### config.mk
export PLATFORM = sky130hd
export DESIGN_NAME = fetch_stage
export DESIGN_NICKNAME = d
export VERILOG_FILES = /design/src/rtl/fetch_stage.sv
export SDC_FILE = /design/constraint.sdc
export NUM_CORES = 1
export LEC_CHECK = 0
export BUFFER_PORTS_ARGS = -buffer_cell sky130_fd_sc_hd__buf_2
export CAP_MARGIN = 20
export CELL_PAD_IN_SITES_DETAIL_PLACEMENT = 1
export CELL_PAD_IN_SITES_GLOBAL_PLACEMENT = 1
export CORE_ASPECT_RATIO = 1.25
export CORE_MARGIN = 5
export CORE_UTILIZATION = 37
export DETAILED_ROUTE_END_ITERATION = 6
export PLACE_DENSITY_LB_ADDON = 0.08
export SETUP_SLACK_MARGIN = 0.2
export SLEW_MARGIN = 15
export SYNTH_ARGS = -nofsm -noshare
export SYNTH_HDL_FRONTEND = slang
export SYNTH_SLANG_ARGS = --single-unit
### constraint.sdc
create_clock -name clk -period 2.35 [get_ports clk]
set_input_delay 0.47 -clock clk [delete_from_list [all_inputs] [get_ports clk]]
set_output_delay 0.47 -clock clk [all_outputs]
set_load 0.03 [all_outputs]
### src/rtl/fetch_stage.sv
// Instruction-fetch stage: owns the PC, addresses the program ROM, registers {instr, PC+4, valid} into IF/ID.
// Latency: one edge from PCAddress to IF/ID; one BOOT cycle after reset release; redirect costs one bubble.
// Backpressure: Stall freezes PC and IF/ID; Flush/Redirect insert a bubble. Optional halt: FETCH_HALT_EN.
module fetch_stage #(
    parameter int                    DATA_WIDTH = 32,
    parameter logic [DATA_WIDTH-1:0] RESET_PC   = 32'h0000_0000,
    parameter logic [DATA_WIDTH-1:0] HALT_WORD  = 32'hFFFF_FFFF,
    parameter logic [DATA_WIDTH-1:0] NOP_WORD   = 32'h0000_0000
) (
    input  logic                  clk,
    input  logic                  reset,
    input  logic                  Stall,
    input  logic                  Flush,
    input  logic                  Redirect,
    input  logic [DATA_WIDTH-1:0] RedirectAddress,
    input  logic [DATA_WIDTH-1:0] Instruction,
    output logic [DATA_WIDTH-1:0] PCAddress,
    output logic [DATA_WIDTH-1:0] IFID_Instruction,
    output logic [DATA_WIDTH-1:0] IFID_PC4,
    output logic                  IFID_Valid,
    output logic                  Halted
);

    // HALTED is only reachable when halt detection is compiled in.
    typedef enum logic [1:0] {
        ST_BOOT    = 2'd0,
        ST_RUN     = 2'd1
`ifdef FETCH_HALT_EN
        ,
        ST_HALTED  = 2'd2
`endif
    } state_t;

    localparam logic [DATA_WIDTH-1:0] PC_STEP = DATA_WIDTH'(4);

    state_t                  state_q, state_d;
    logic [DATA_WIDTH-1:0]   pc_q, pc_d;
    logic [DATA_WIDTH-1:0]   ifid_ins_q, ifid_ins_d;
    logic [DATA_WIDTH-1:0]   ifid_pc4_q, ifid_pc4_d;
    logic                    ifid_vld_q, ifid_vld_d;

    // Sequential PC increment; wraps naturally at the top of the address space.
    logic [DATA_WIDTH-1:0]   pc_plus4;
    // Redirect targets are forced to word alignment; the low two bits are dropped.
    logic [DATA_WIDTH-1:0]   redirect_pc;
    logic                    unused_redirect_lsbs;

    assign pc_plus4             = pc_q + PC_STEP;
    assign redirect_pc          = {RedirectAddress[DATA_WIDTH-1:2], 2'b00};
    assign unused_redirect_lsbs = ^RedirectAddress[1:0];

`ifdef FETCH_HALT_EN
    logic halt_hit;
    assign halt_hit = (Instruction == HALT_WORD);
`else
    // Without halt detection the halt encoding is just another instruction.
    logic unused_halt_word;
    assign unused_halt_word = ^HALT_WORD;
`endif

    // Next-state / next-PC / next-IF/ID selection; priority Redirect > Stall(+Flush) > Flush > (halt) > fetch.
    always_comb begin
        state_d    = state_q;
        pc_d       = pc_q;
        ifid_ins_d = ifid_ins_q;
        ifid_pc4_d = ifid_pc4_q;
        ifid_vld_d = ifid_vld_q;

        case (state_q)
            ST_BOOT: begin
                // One settling cycle: ROM output at RESET_PC is not captured yet.
                state_d    = ST_RUN;
                ifid_ins_d = NOP_WORD;
                ifid_pc4_d = '0;
                ifid_vld_d = 1'b0;
            end

            ST_RUN: begin
                if (Redirect) begin
                    // Taken branch/jump wins even over a stall so the target is never lost.
                    pc_d       = redirect_pc;
                    ifid_ins_d = NOP_WORD;
                    ifid_pc4_d = '0;
                    ifid_vld_d = 1'b0;
                end else if (Stall && Flush) begin
                    pc_d       = pc_q;
                    ifid_ins_d = NOP_WORD;
                    ifid_pc4_d = '0;
                    ifid_vld_d = 1'b0;
                end else if (Stall) begin
                    pc_d       = pc_q;
                end else if (Flush) begin
                    pc_d       = pc_plus4;
                    ifid_ins_d = NOP_WORD;
                    ifid_pc4_d = '0;
                    ifid_vld_d = 1'b0;
`ifdef FETCH_HALT_EN
                end else if (halt_hit) begin
                    // The halt word itself is never issued downstream.
                    state_d    = ST_HALTED;
                    pc_d       = pc_q;
                    ifid_ins_d = NOP_WORD;
                    ifid_pc4_d = '0;
                    ifid_vld_d = 1'b0;
`endif
                end else begin
                    pc_d       = pc_plus4;
                    ifid_ins_d = Instruction;
                    ifid_pc4_d = pc_plus4;
                    ifid_vld_d = 1'b1;
                end
            end

`ifdef FETCH_HALT_EN
            ST_HALTED: begin
                // Terminal until reset; all hazard/redirect inputs are ignored.
                state_d    = ST_HALTED;
                pc_d       = pc_q;
                ifid_ins_d = NOP_WORD;
                ifid_pc4_d = '0;
                ifid_vld_d = 1'b0;
            end
`endif

            default: begin
                // Unreachable encodings recover through BOOT with a clean bubble.
                state_d    = ST_BOOT;
                pc_d       = RESET_PC;
                ifid_ins_d = NOP_WORD;
                ifid_pc4_d = '0;
                ifid_vld_d = 1'b0;
            end
        endcase
    end

    // State, PC and IF/ID registers; reset clears everything asynchronously, including any pending redirect.
    always_ff @(posedge clk or negedge reset) begin
        if (!reset) begin
            state_q    <= ST_BOOT;
            pc_q       <= RESET_PC;
            ifid_ins_q <= NOP_WORD;
            ifid_pc4_q <= '0;
            ifid_vld_q <= 1'b0;
        end else begin
            state_q    <= state_d;
            pc_q       <= pc_d;
            ifid_ins_q <= ifid_ins_d;
            ifid_pc4_q <= ifid_pc4_d;
            ifid_vld_q <= ifid_vld_d;
        end
    end

    assign PCAddress        = pc_q;
    assign IFID_Instruction = ifid_ins_q;
    assign IFID_PC4         = ifid_pc4_q;
    assign IFID_Valid       = ifid_vld_q;

`ifdef FETCH_HALT_EN
    // Decoded straight from the state flop, so it is a registered signal.
    assign Halted = (state_q == ST_HALTED);
`else
    assign Halted = 1'b0;
`endif

endmodule

==> results of run 1 <==
==> critical path: stages, from the launching register on <==
cell and delay, ns:
dfrtp_2 0.43, nand4_4 0.14, or4_4 0.56, or4_4 0.51, xnor2_1 0.14, o211a_1 0.21
==> layer usage <==
metal / vias to the layer above / track usage / part of all wire
li1: 2100 / - / -
met1: 2161 / 0.267 / 0.44
met2: 125 / 0.366 / 0.50
met3: 12 / 0.0367 / 0.052
met4: 0 / 0.0500 / 0.013
met5: - / 0 / 0
==> worst paths after layout <==
kind	to	slack [ns]	cells past startpoint
worst max-delay path	IFID_PC4[28]	0.24	5
worst min-delay path	IFID_Instruction[10]	0.09	1
worst max register to register	IFID_PC4[28]	0.24	5
worst min register to register	IFID_Valid	0.49	1
max in group asynchronous	PCAddress[2]	1.64	2
min in group clk	IFID_Instruction[1]	0.37	3
==> cells in the final DEF (no fill, tap or decap), types with 14 or more instances in the layout <==
cell	n
buf_2	160
dfrtp_1	81
nor2_1	71
buf_4	40
nand2_1	38
mux2i_1	38
a21oi_1	29
o21ai_0	22
xnor2_1	16
dfrtp_2	14
==> through the flow <==
stage / instances / utilization / worst slack (ns) / area (um^2) / total power, mW
after global routing: 843 / 0.504 / 0.202 / 6380 / 4.87
after CTS: 834 / 0.497 / 0.195 / 6300 / 4.68
after detailed placement: 818 / 0.469 / 0.179 / 5940 / 2.92
after global placement: 818 / 0.469 / 0.229 / 5940 / 2.88
after floorplan: 497 / - / 0.216 / 4840 / 2.53
final: 843 / 0.504 / 0.244 / 6380 / 4.67
==> repair_timing <==
action | CTS | global route
resized for setup | 1 | 6
setup buffers | 0 | 9
pin swaps | 0 | 2
setup endpoints to repair | 2 | 11
==> kinds of logic (layout without fill, tap and decap cells) <==
group / count (synthesis) / count (layout)
buffers and inverters: 45 / 223
xor gates and xnor gates: 27 / 27
DFF: 95 / 95
and+or+nand+nor: 173 / 173
adders and majority gates: 1 / 1
muxes: 38 / 38
AOI/OAI and AO/OA: 114 / 114
other: 2 / 4
==> flip-flops by register name (all words and copies together), names as in the netlist <==
signal and cells:
IFID_Instruction 32, IFID_PC4 31, PCAddress 30, IFID_Valid 1, state_q 1
==> cell type report <==
class | instances | area (um^2)
multi-input cells | 357 | 2280
clock buffers | 10 | 239
inverters | 6 | 22.5
well taps | 168 | 210
fillers | 1525 | 6280
flip-flops and latches | 95 | 2390
repair buffers | 201 | 1120
clock inverters | 6 | 115
==> power by group <==
| group | leakage (nW) | switching [mW] | internal [mW] |
|---|---|---|---|
| sequential | 1.24 | 0.162 | 1.75 |
| combinational | 1.80 | 0.637 | 0.375 |
| clock | 0.175 | 0.669 | 1.08 |
| total | 3.21 | 1.47 | 3.20 |
==> summary.txt, run 1 <==
Routing
  – # DRC: 0
  – Vias: 4398
  – Initial DRC Count: 207
  – Final ANT Viol Nets: 0
  – Pre-antenna DRT Iters: 4
  – Routed len/inst: 18.6 um
  – Via density: 5.22
  – Routed WL: 15.7 mm

STA
  – Slew @ Worst Pin: 0.650 ns
  – Max-slew violation count: 0
  – Worst Skew: 0.00960 ns
  – Fmax: 0.475 GHz
  – Max_slew headroom: 0.563
  – Setup violations, final: 0
  – Period minus WS final: 2.11 ns
  – WHS: 0.0942 ns
  – RSZ-0062 raised after global routing: false
  – Final period util: 0.896
  – Hold Vio Cnt, Final: 0
  – Final setup TNS: 0 ns

Yosys
  – Ys Warns: 0
  – Xor/xnor share of the synthesized area: 0.0495
  – Ys async rst share: 1.00
  – Commonest cells post-synth: 95 x dfrtp_1, 73 x nor2_1, 39 x nand2_1
  – Average size of a mapped cell: 9.66 um^2
  – Syn Inst Count: 495
  – Compound-Gate Fraction of Synth Area: 0.156
  – Syn Std Cell Area: 4780 um^2
  – Post-synthesis adder-cell area fraction: 0.00262
  – Most used DFF post-synth: dfrtp_1
  – Register bit count reported by yosys: 95
  – Top post-synthesis cells by area: dfrtp_1 50%, mux2i_1 8.0%, nor2_1 5.7%
  – Synth Area in Simple Gates: 0.174
  – Mux contribution to synthesized area: 0.0796
  – Count leader, synth: dfrtp_1
  – EDFF count, synth: 0
  – Synth top area share: 0.497
  – Yosys cell types: 48
  – Area leader, netlist: dfrtp_1
  – Main combinational cell family by area after synthesis: simple AND/OR/NAND/NOR gates
  – Register area share after synthesis: 0.497

GRT
  – Vias in the first global route: 4682
  – First-pass GRT wire length: 25.4 mm
  – Overflow after GRT: 0
  – Initial antenna violation count: 0
  – Largest net degree at the start of global routing: 39
  – GRT Overall Usage: 0.208

CTS
  – Root buf cell: clkbuf_16
  – Worst-case clock buffer depth: 2
  – Clock latency on the worst-skew pair: 0.34 ns
  – Clock Pin Slew Worst Setup and Hold Paths: 0.07 ns
  – Clk sink count: 95
  – Hold buffer count at cts: 0
  – CTS tree: built
  – CTS buffer count: 9
  – H-tree levels: 3

Power
  – Pwr/cell area: 731 nW/um^2
  – Max VDD drop: 301 uV
  – Leak Pwr: 3.21 nW

Floorplan
  – # rows: 46
  – Die Height: 137 um
  – Die W: 112 um
  – Die area: 15300 um^2
  – # IOs: 167
  – Initial Util: 0.377
  – Core area: 12700 um^2

Finish
  – Syn-to-layout area delta: 33.6%
  – Nets: 740
  – Antenna diodes: 0
  – Share of layout cells above drive strength 1: 0.372

Place
  – Placer Congestion: 0.810
  – Port Buf Inserts: 161
  – Final HPWL DP: 11.8 mm

Critical path
  – Critical Path AT: 2.33 ns
  – Critical path startpoint category: flop
  – Worst reg2reg startpoint: PCAddress[18]
  – CP startpoint: PCAddress[18]
  – Max Fanout on Critical Path: 6
  – Crit path capture type: flop
  – CP Class: reg -> reg
  – CP Data Required Time: 2.57 ns

Status
  – Status: complete, no violations

Worst hold path
  – Min-Delay Path Class: in -> async

Run
  – Max-cap violations: 0
Note: power is estimated with default switching activity, not from simulation.
==> run 2, diff against run 1 <==
--- a/config.mk
+++ b/config.mk
@@ -11,7 +11,7 @@
 export CELL_PAD_IN_SITES_GLOBAL_PLACEMENT = 1
 export CORE_ASPECT_RATIO = 1.25
 export CORE_MARGIN = 5
-export CORE_UTILIZATION = 37
+export CORE_UTILIZATION = 34
 export DETAILED_ROUTE_END_ITERATION = 6
 export PLACE_DENSITY_LB_ADDON = 0.08
 export SETUP_SLACK_MARGIN = 0.2
==> constraint.sdc (replaced) <==
create_clock -name clk -period 1.76 [get_ports clk]
set_input_delay 0.352 -clock clk [delete_from_list [all_inputs] [get_ports clk]]
set_output_delay 0.352 -clock clk [all_outputs]
set_load 0.03 [all_outputs]
==> summary.txt, run 2 (synthesis gave the netlist of run 1 again) <==
GRT
  – Overflow after GRT: 0 (unchanged)
  – Vias in the first global route: 5054 (was 4682)
  – GRT Overall Usage: 0.202 (was 0.208)
  – Largest net degree at the start of global routing: 53 (was 39)
  – Initial antenna violation count: 0 (unchanged)
  – First-pass GRT wire length: 26.6 mm (was 25.4 mm)

Critical path
  – Critical Path AT: 2.26 ns (was 2.33 ns)
  – FF-to-FF End: IFID_PC4[28] (unchanged)
  – R2r setup slk: -0.27 ns (was 0.24 ns)
  – Worst-case reg-to-reg path depth: 5 (unchanged)
  – CP startpoint: PCAddress[17] (was PCAddress[18])
  – CP Class: reg -> reg (unchanged)
  – Max Fanout on Critical Path: 3 (was 6)
  – Critical path startpoint category: flop (unchanged)
  – Crit path capture type: flop (unchanged)
  – Worst reg2reg startpoint: PCAddress[17] (was PCAddress[18])
  – CP Data Required Time: 1.99 ns (was 2.57 ns)

STA
  – Setup violations, final: 34 (was 0)
  – Final WS setup: -0.270 ns (was 0.244 ns)
  – WHS: 0.250 ns (was 0.0942 ns)
  – Final setup TNS: -3.64 ns (was 0 ns)
  – Hold Vio Cnt, Final: 0 (unchanged)
  – RSZ-0062 raised after global routing: true (was false)
  – Period minus WS final: 2.03 ns (was 2.11 ns)
  – Max-slew violation count: 0 (unchanged)
  – Worst Skew: 0.0109 ns (was 0.00960 ns)
  – Fmax: 0.493 GHz (was 0.475 GHz)
  – Final period util: 1.15 (was 0.896)

Run
  – Max-cap violations: 0 (unchanged)

Routing
  – Vias: 4705 (was 4398)
  – Via density: 5.14 (was 5.22)
  – # DRC: 0 (unchanged)
  – Routed len/inst: 18.8 um (was 18.6 um)
  – Pre-antenna DRT Iters: 7 (was 4)
  – Routed WL: 17.2 mm (was 15.7 mm)
  – Initial DRC Count: 183 (was 207)
  – Final ANT Viol Nets: 0 (unchanged)

Place
  – Port Buf Inserts: 161 (unchanged)
  – Placer Congestion: 0.798 (was 0.810)
  – Inst Count DP: 867 (was 818)
  – Final HPWL DP: 12.1 mm (was 11.8 mm)

CTS
  – Clk sink count: 95 (unchanged)
  – Root buf cell: clkbuf_16 (unchanged)
  – Clock Pin Slew Worst Setup and Hold Paths: 0.07 ns (about the same)
  – Worst-case clock buffer depth: 2 (unchanged)
  – H-tree levels: 3 (unchanged)
  – Clock latency on the worst-skew pair: 0.35 ns (was 0.34 ns)
  – CTS tree: built (unchanged)
  – CTS buffer count: 9 (unchanged)

Floorplan
  – # IOs: 167 (unchanged)
  – Core area: 13800 um^2 (was 12700 um^2)
  – Die Height: 143 um (was 137 um)
  – # rows: 48 (was 46)
  – Initial Util: 0.346 (was 0.377)
  – Die area: 16500 um^2 (was 15300 um^2)
  – Die W: 116 um (was 112 um)

Finish
  – Syn-to-layout area delta: 54.3% (was 33.6%)
  – Highest-count cells in the layout ignoring fill and taps: 158 x buf_2, 75 x dfrtp_1, 71 x buf_4, 69 x nor2_1, 38 x mux2i_1 (was 160 x buf_2, 81 x dfrtp_1, 71 x nor2_1, 40 x buf_4)
  – Nets: 805 (was 740)
  – Antenna diodes: 0 (unchanged)
  – Cell Count, Final, Fillers Out: 915 (was 843)
  – Leading cell type in the layout, fill and taps excluded: buf_2 (unchanged)
  – Largest register FFs: 32 (unchanged)
  – Share of layout cells above drive strength 1: 0.495 (was 0.372)
  – # fillers: 1594 (was 1525)

Worst hold path
  – Hold endpoint: IFID_Instruction[6]
  – Hold Path Depth: 3
  – Hold Crit Start: Instruction[6]
  – Min-Delay Path Class: in -> reg (was in -> async)

Status
  – Status: complete, but fails checks (was complete, no violations)
  – Violated checks: setup timing

Power
  – Max VDD drop: 497 uV (was 301 uV)
  – Pwr/cell area: 855 nW/um^2 (was 731 nW/um^2)
  – Leak Pwr: 3.66 nW (was 3.21 nW)
[run 2: cell types whose count changed in the layout (fill, tap and decap cells not counted), sizes merged]
cell | before | now
clkinvlp | 0 | 3
bufinv | 3 | 1
dlygate4sd3 | 0 | 1
clkbuf | 10 | 9
buf | 201 | 265
[run 2: worst max-delay path by stage]
stage,cells past startpoint,slack [ns],end
final,5,-0.27,IFID_PC4[28]
after global routing,5,-0.33,IFID_PC4[28]
after detailed placement,5,-0.27,IFID_PC4[28]
after floorplan,5,-0.37,IFID_PC4[28]
after global placement,5,-0.23,IFID_PC4[28]
after CTS,5,-0.27,IFID_PC4[28]
[run 2: power by group]
group / switching, mW / internal [mW]
Combinational: 1.07 / 0.716
Sequential: 0.130 / 2.34
Clock: 0.929 / 1.12
[run 2: layout make-up]
cell class,count,area (um^2),area share
clock buffers,9,225,0.0305
clock inverters,7,80.1,0.0109
inverters,6,22.5,0.00305
multi-input cells,357,2640,0.357
flip-flops and latches,95,2400,0.326
well taps,175,219,0.0297
repair buffers,266,1790,0.243
[run 2: per-stage QoR]
stage	area (um^2)	power [mW]	setup WS, ns	util
6_report	7380	6.31	-0.270	0.534
5_1_grt	7380	6.60	-0.331	0.534
4_1_cts	7030	6.23	-0.268	0.509
3_5_place_dp	6370	4.10	-0.267	0.461
3_3_place_gp	6370	4.06	-0.234	0.461
2_1_floorplan	4900	3.40	-0.374	-
[run 2: critical path, cell delays in order (launching register included)]
cell	delay, ns
dfrtp_2	0.39
nand4_4	0.12
or4_4	0.53
or4_4	0.52
xnor2_1	0.14
o211a_1	0.21
[run 2: metal layers]
layer | GRT usage | up-vias | part of all wire
li1 | - | 2223 | -
met3 | 0.0362 | 14 | 0.053
met2 | 0.355 | 125 | 0.52
met5 | 0 | - | 0
met4 | 0.0525 | 0 | 0.0086
met1 | 0.255 | 2343 | 0.42
[run 2: timing repair]
action	in CTS	in global routing
hold endpoints to repair	29	0
hold buffers	1	0
setup endpoints to repair	43	49
pin swaps	43	35
setup buffers	14	17
resized for setup	51	47
==> run 3, diff against run 2 <==
--- a/config.mk
+++ b/config.mk
@@ -14,6 +14,7 @@
 export CORE_UTILIZATION = 34
 export DETAILED_ROUTE_END_ITERATION = 6
 export PLACE_DENSITY_LB_ADDON = 0.08
+export REMOVE_ABC_BUFFERS = 1
 export SETUP_SLACK_MARGIN = 0.2
 export SLEW_MARGIN = 15
 export SYNTH_ARGS = -nofsm -noshare
==> summary.txt, run 3 (synthesis gave the netlist of run 1 again) <==
STA
  – Setup violations, final: 25 (was 34)
  – RSZ-0062 raised after global routing: true (unchanged)
  – Slew @ Worst Pin: 0.526 ns
  – Final period util: 1.13 (was 1.15)
  – Fmax: 0.501 GHz (was 0.493 GHz)
  – Period minus WS final: 2.00 ns (was 2.03 ns)
  – Max-slew violation count: 0 (unchanged)
  – Max_slew headroom: 0.649
  – Final setup TNS: -2.09 ns (was -3.64 ns)
  – Hold Vio Cnt, Final: 0 (unchanged)
  – Final WS setup: -0.237 ns (was -0.270 ns)
  – Worst Skew: 0.0124 ns (was 0.0109 ns)

Status
  – Status: complete, but fails checks (unchanged)
  – Violated checks: setup timing (unchanged)

CTS
  – Root buf cell: clkbuf_16 (unchanged)
  – H-tree levels: 3 (unchanged)
  – Clock latency on the worst-skew pair: 0.34 ns (was 0.35 ns)
  – Worst-case clock buffer depth: 2 (unchanged)
  – CTS tree: built (unchanged)
  – Clk sink count: 95 (unchanged)
  – Clock Pin Slew Worst Setup and Hold Paths: 0.07 ns (about the same)
  – CTS buffer count: 9 (unchanged)

Finish
  – Largest register FFs: 32 (unchanged)
  – Highest-count cells in the layout ignoring fill and taps: 156 x buf_2, 95 x dfrtp_1, 73 x buf_4, 69 x nor2_1, 38 x mux2i_1 (was 158 x buf_2, 75 x dfrtp_1, 71 x buf_4, 69 x nor2_1, 38 x mux2i_1)
  – Syn-to-layout area delta: 51.6% (was 54.3%)
  – Antenna diodes: 0 (unchanged)
  – Share of layout cells above drive strength 1: 0.454 (was 0.495)
  – Nets: 800 (was 805)
  – Leading cell type in the layout, fill and taps excluded: buf_2 (unchanged)
  – Post-layout util: 0.525 (was 0.534)
  – Cell Count, Final, Fillers Out: 910 (was 915)
  – # fillers: 1595 (was 1594)

Floorplan
  – Die area: 16500 um^2 (unchanged)
  – Die W: 116 um (unchanged)
  – Die Height: 143 um (unchanged)
  – # IOs: 167 (unchanged)
  – Core area: 13800 um^2 (unchanged)
  – Initial Util: 0.346 (unchanged)
  – # rows: 48 (unchanged)

Routing
  – Via density: 5.15 (was 5.14)
  – Routed len/inst: 18.6 um (was 18.8 um)
  – # DRC: 0 (unchanged)
  – Routed WL: 16.9 mm (was 17.2 mm)
  – Final ANT Viol Nets: 0 (unchanged)
  – Vias: 4683 (was 4705)
  – Pre-antenna DRT Iters: 4 (was 7)
  – Initial DRC Count: 238 (was 183)

GRT
  – First-pass GRT wire length: 26.3 mm (was 26.6 mm)
  – Overflow after GRT: 0 (unchanged)
  – Largest net degree at the start of global routing: 36 (was 53)
  – Vias in the first global route: 5013 (was 5054)
  – GRT Overall Usage: 0.201 (was 0.202)
  – Initial antenna violation count: 0 (unchanged)

Power
  – Comb pwr share: 0.280 (was 0.284)
  – Leak Pwr: 3.65 nW (was 3.66 nW)
  – Power after layout: 6.37 mW (was 6.31 mW)
  – Int Pwr: 4.34 mW (was 4.18 mW)
  – Flop pwr share: 0.383 (was 0.391)
  – Pwr/cell area: 879 nW/um^2 (was 855 nW/um^2)
  – Max VDD drop: 399 uV (was 497 uV)
  – Switching power total: 2.03 mW (was 2.13 mW)
  – Clock power share: 0.337 (was 0.325)
  – Switching share of power: 0.319 (was 0.338)

Critical path
  – Critical Path AT: 2.23 ns (was 2.26 ns)
  – Critical path startpoint category: flop (unchanged)
  – Crit path max-delay cell type: or4_4 (unchanged)
  – Worst path max stage delay: 0.58 ns (was 0.53 ns)
  – Worst path cell trace: nand3_2, or4_4, or4_4, xnor2_1, o211a_1 (was nand4_4, or4_4, or4_4, xnor2_1, o211a_1)
  – CP Class: reg -> reg (unchanged)
  – Most used cell, CP: or4_4 (unchanged)
  – Crit path capture type: flop (unchanged)
  – Max Fanout on Critical Path: 3 (unchanged)
  – CP Data Required Time: 1.99 ns (about the same)

Place
  – Place WS: -0.309 ns (was -0.267 ns)
  – Port Buf Inserts: 161 (unchanged)
  – Inst Count DP: 870 (was 867)
  – Final HPWL DP: 12.3 mm (was 12.1 mm)
  – Placer Congestion: 0.798 (unchanged)

Run
  – Max-cap violations: 0 (unchanged)

Worst hold path
  – Min-Delay Path Class: in -> reg (unchanged)
-- run 3: cell types whose count changed in the layout (fill, tap and decap cells not counted), moves of 3 or more --
cell,change
buf_6,-6
dfrtp_2,-20
dfrtp_1,+20
clkinvlp_4,-3
xnor2_2,-3
xnor2_1,+4
-- run 3: final timing paths --
kind	startpoint	end	slack [ns]	depth (start not counted)
setup / recovery	PCAddress[11]	IFID_PC4[28]	-0.24	5
hold / removal	Instruction[26]	IFID_Instruction[26]	0.25	3
setup reg to reg	PCAddress[11]	IFID_PC4[28]	-0.24	5
hold reg to reg	IFID_PC4[13]	IFID_PC4[13]	0.51	1
max in group asynchronous	reset	IFID_Instruction[30]	0.74	3
min in group asynchronous	reset	IFID_Instruction[20]	0.48	2
-- run 3: what timing repair did --
| action | 4_1_cts | 5_1_grt |
|---|---|---|
| setup buffers | 21 | 2 |
| resized for setup | 71 | 28 |
| pin swaps | 62 | 30 |
| hold buffers | 1 | 0 |
| hold endpoints to repair | 23 | 0 |
| endpoints found under the setup margin | 44 | 51 |
-- run 3: metal layers --
metal	wire length [um]	GRT usage
met1	6920	0.247
met2	8820	0.362
met3	924	0.0362
met4	223	0.0531
met5	0	0
-- run 3: cell type report --
class	count	area, um^2	area share
sequential	95	2380	0.328
inverter	6	22.5	0.00311
tap	175	219	0.0302
multi-input combinational	357	2550	0.352
clock inverter	6	91.3	0.0126
clock buffer	10	239	0.0330
timing repair buffer	261	1740	0.241
-- run 3: power groups by stage --
stage               clock network [mW]  registers [mW]  logic, mW
floorplan                            0            2.84      0.432
global placement                     0            2.46       1.53
detailed placement                   0            2.47       1.56
CTS                               2.20            2.44       1.74
global route                      2.31            2.46       1.92
finish                            2.15            2.44       1.78
-- run 3: metrics by stage --
| stage | hold WS [ns] | area (um^2) |
|---|---|---|
| 5_1_grt | 0.261 | 7250 |
| 4_1_cts | 0.246 | 7120 |
| 2_1_floorplan | 0.0564 | 4620 |
| 3_5_place_dp | 0.304 | 6290 |
| 6_report | 0.248 | 7250 |
| 3_3_place_gp | 0.302 | 6290 |
-- run 3: critical path, delay by kind of cell, from the launching register on --
family / cells / cell delay [ns]
flip-flops: 1 / 0.37
AO/OA/AOI/OAI: 1 / 0.20
XOR/XNOR: 1 / 0.14
AND/OR/NAND/NOR: 3 / 1.20
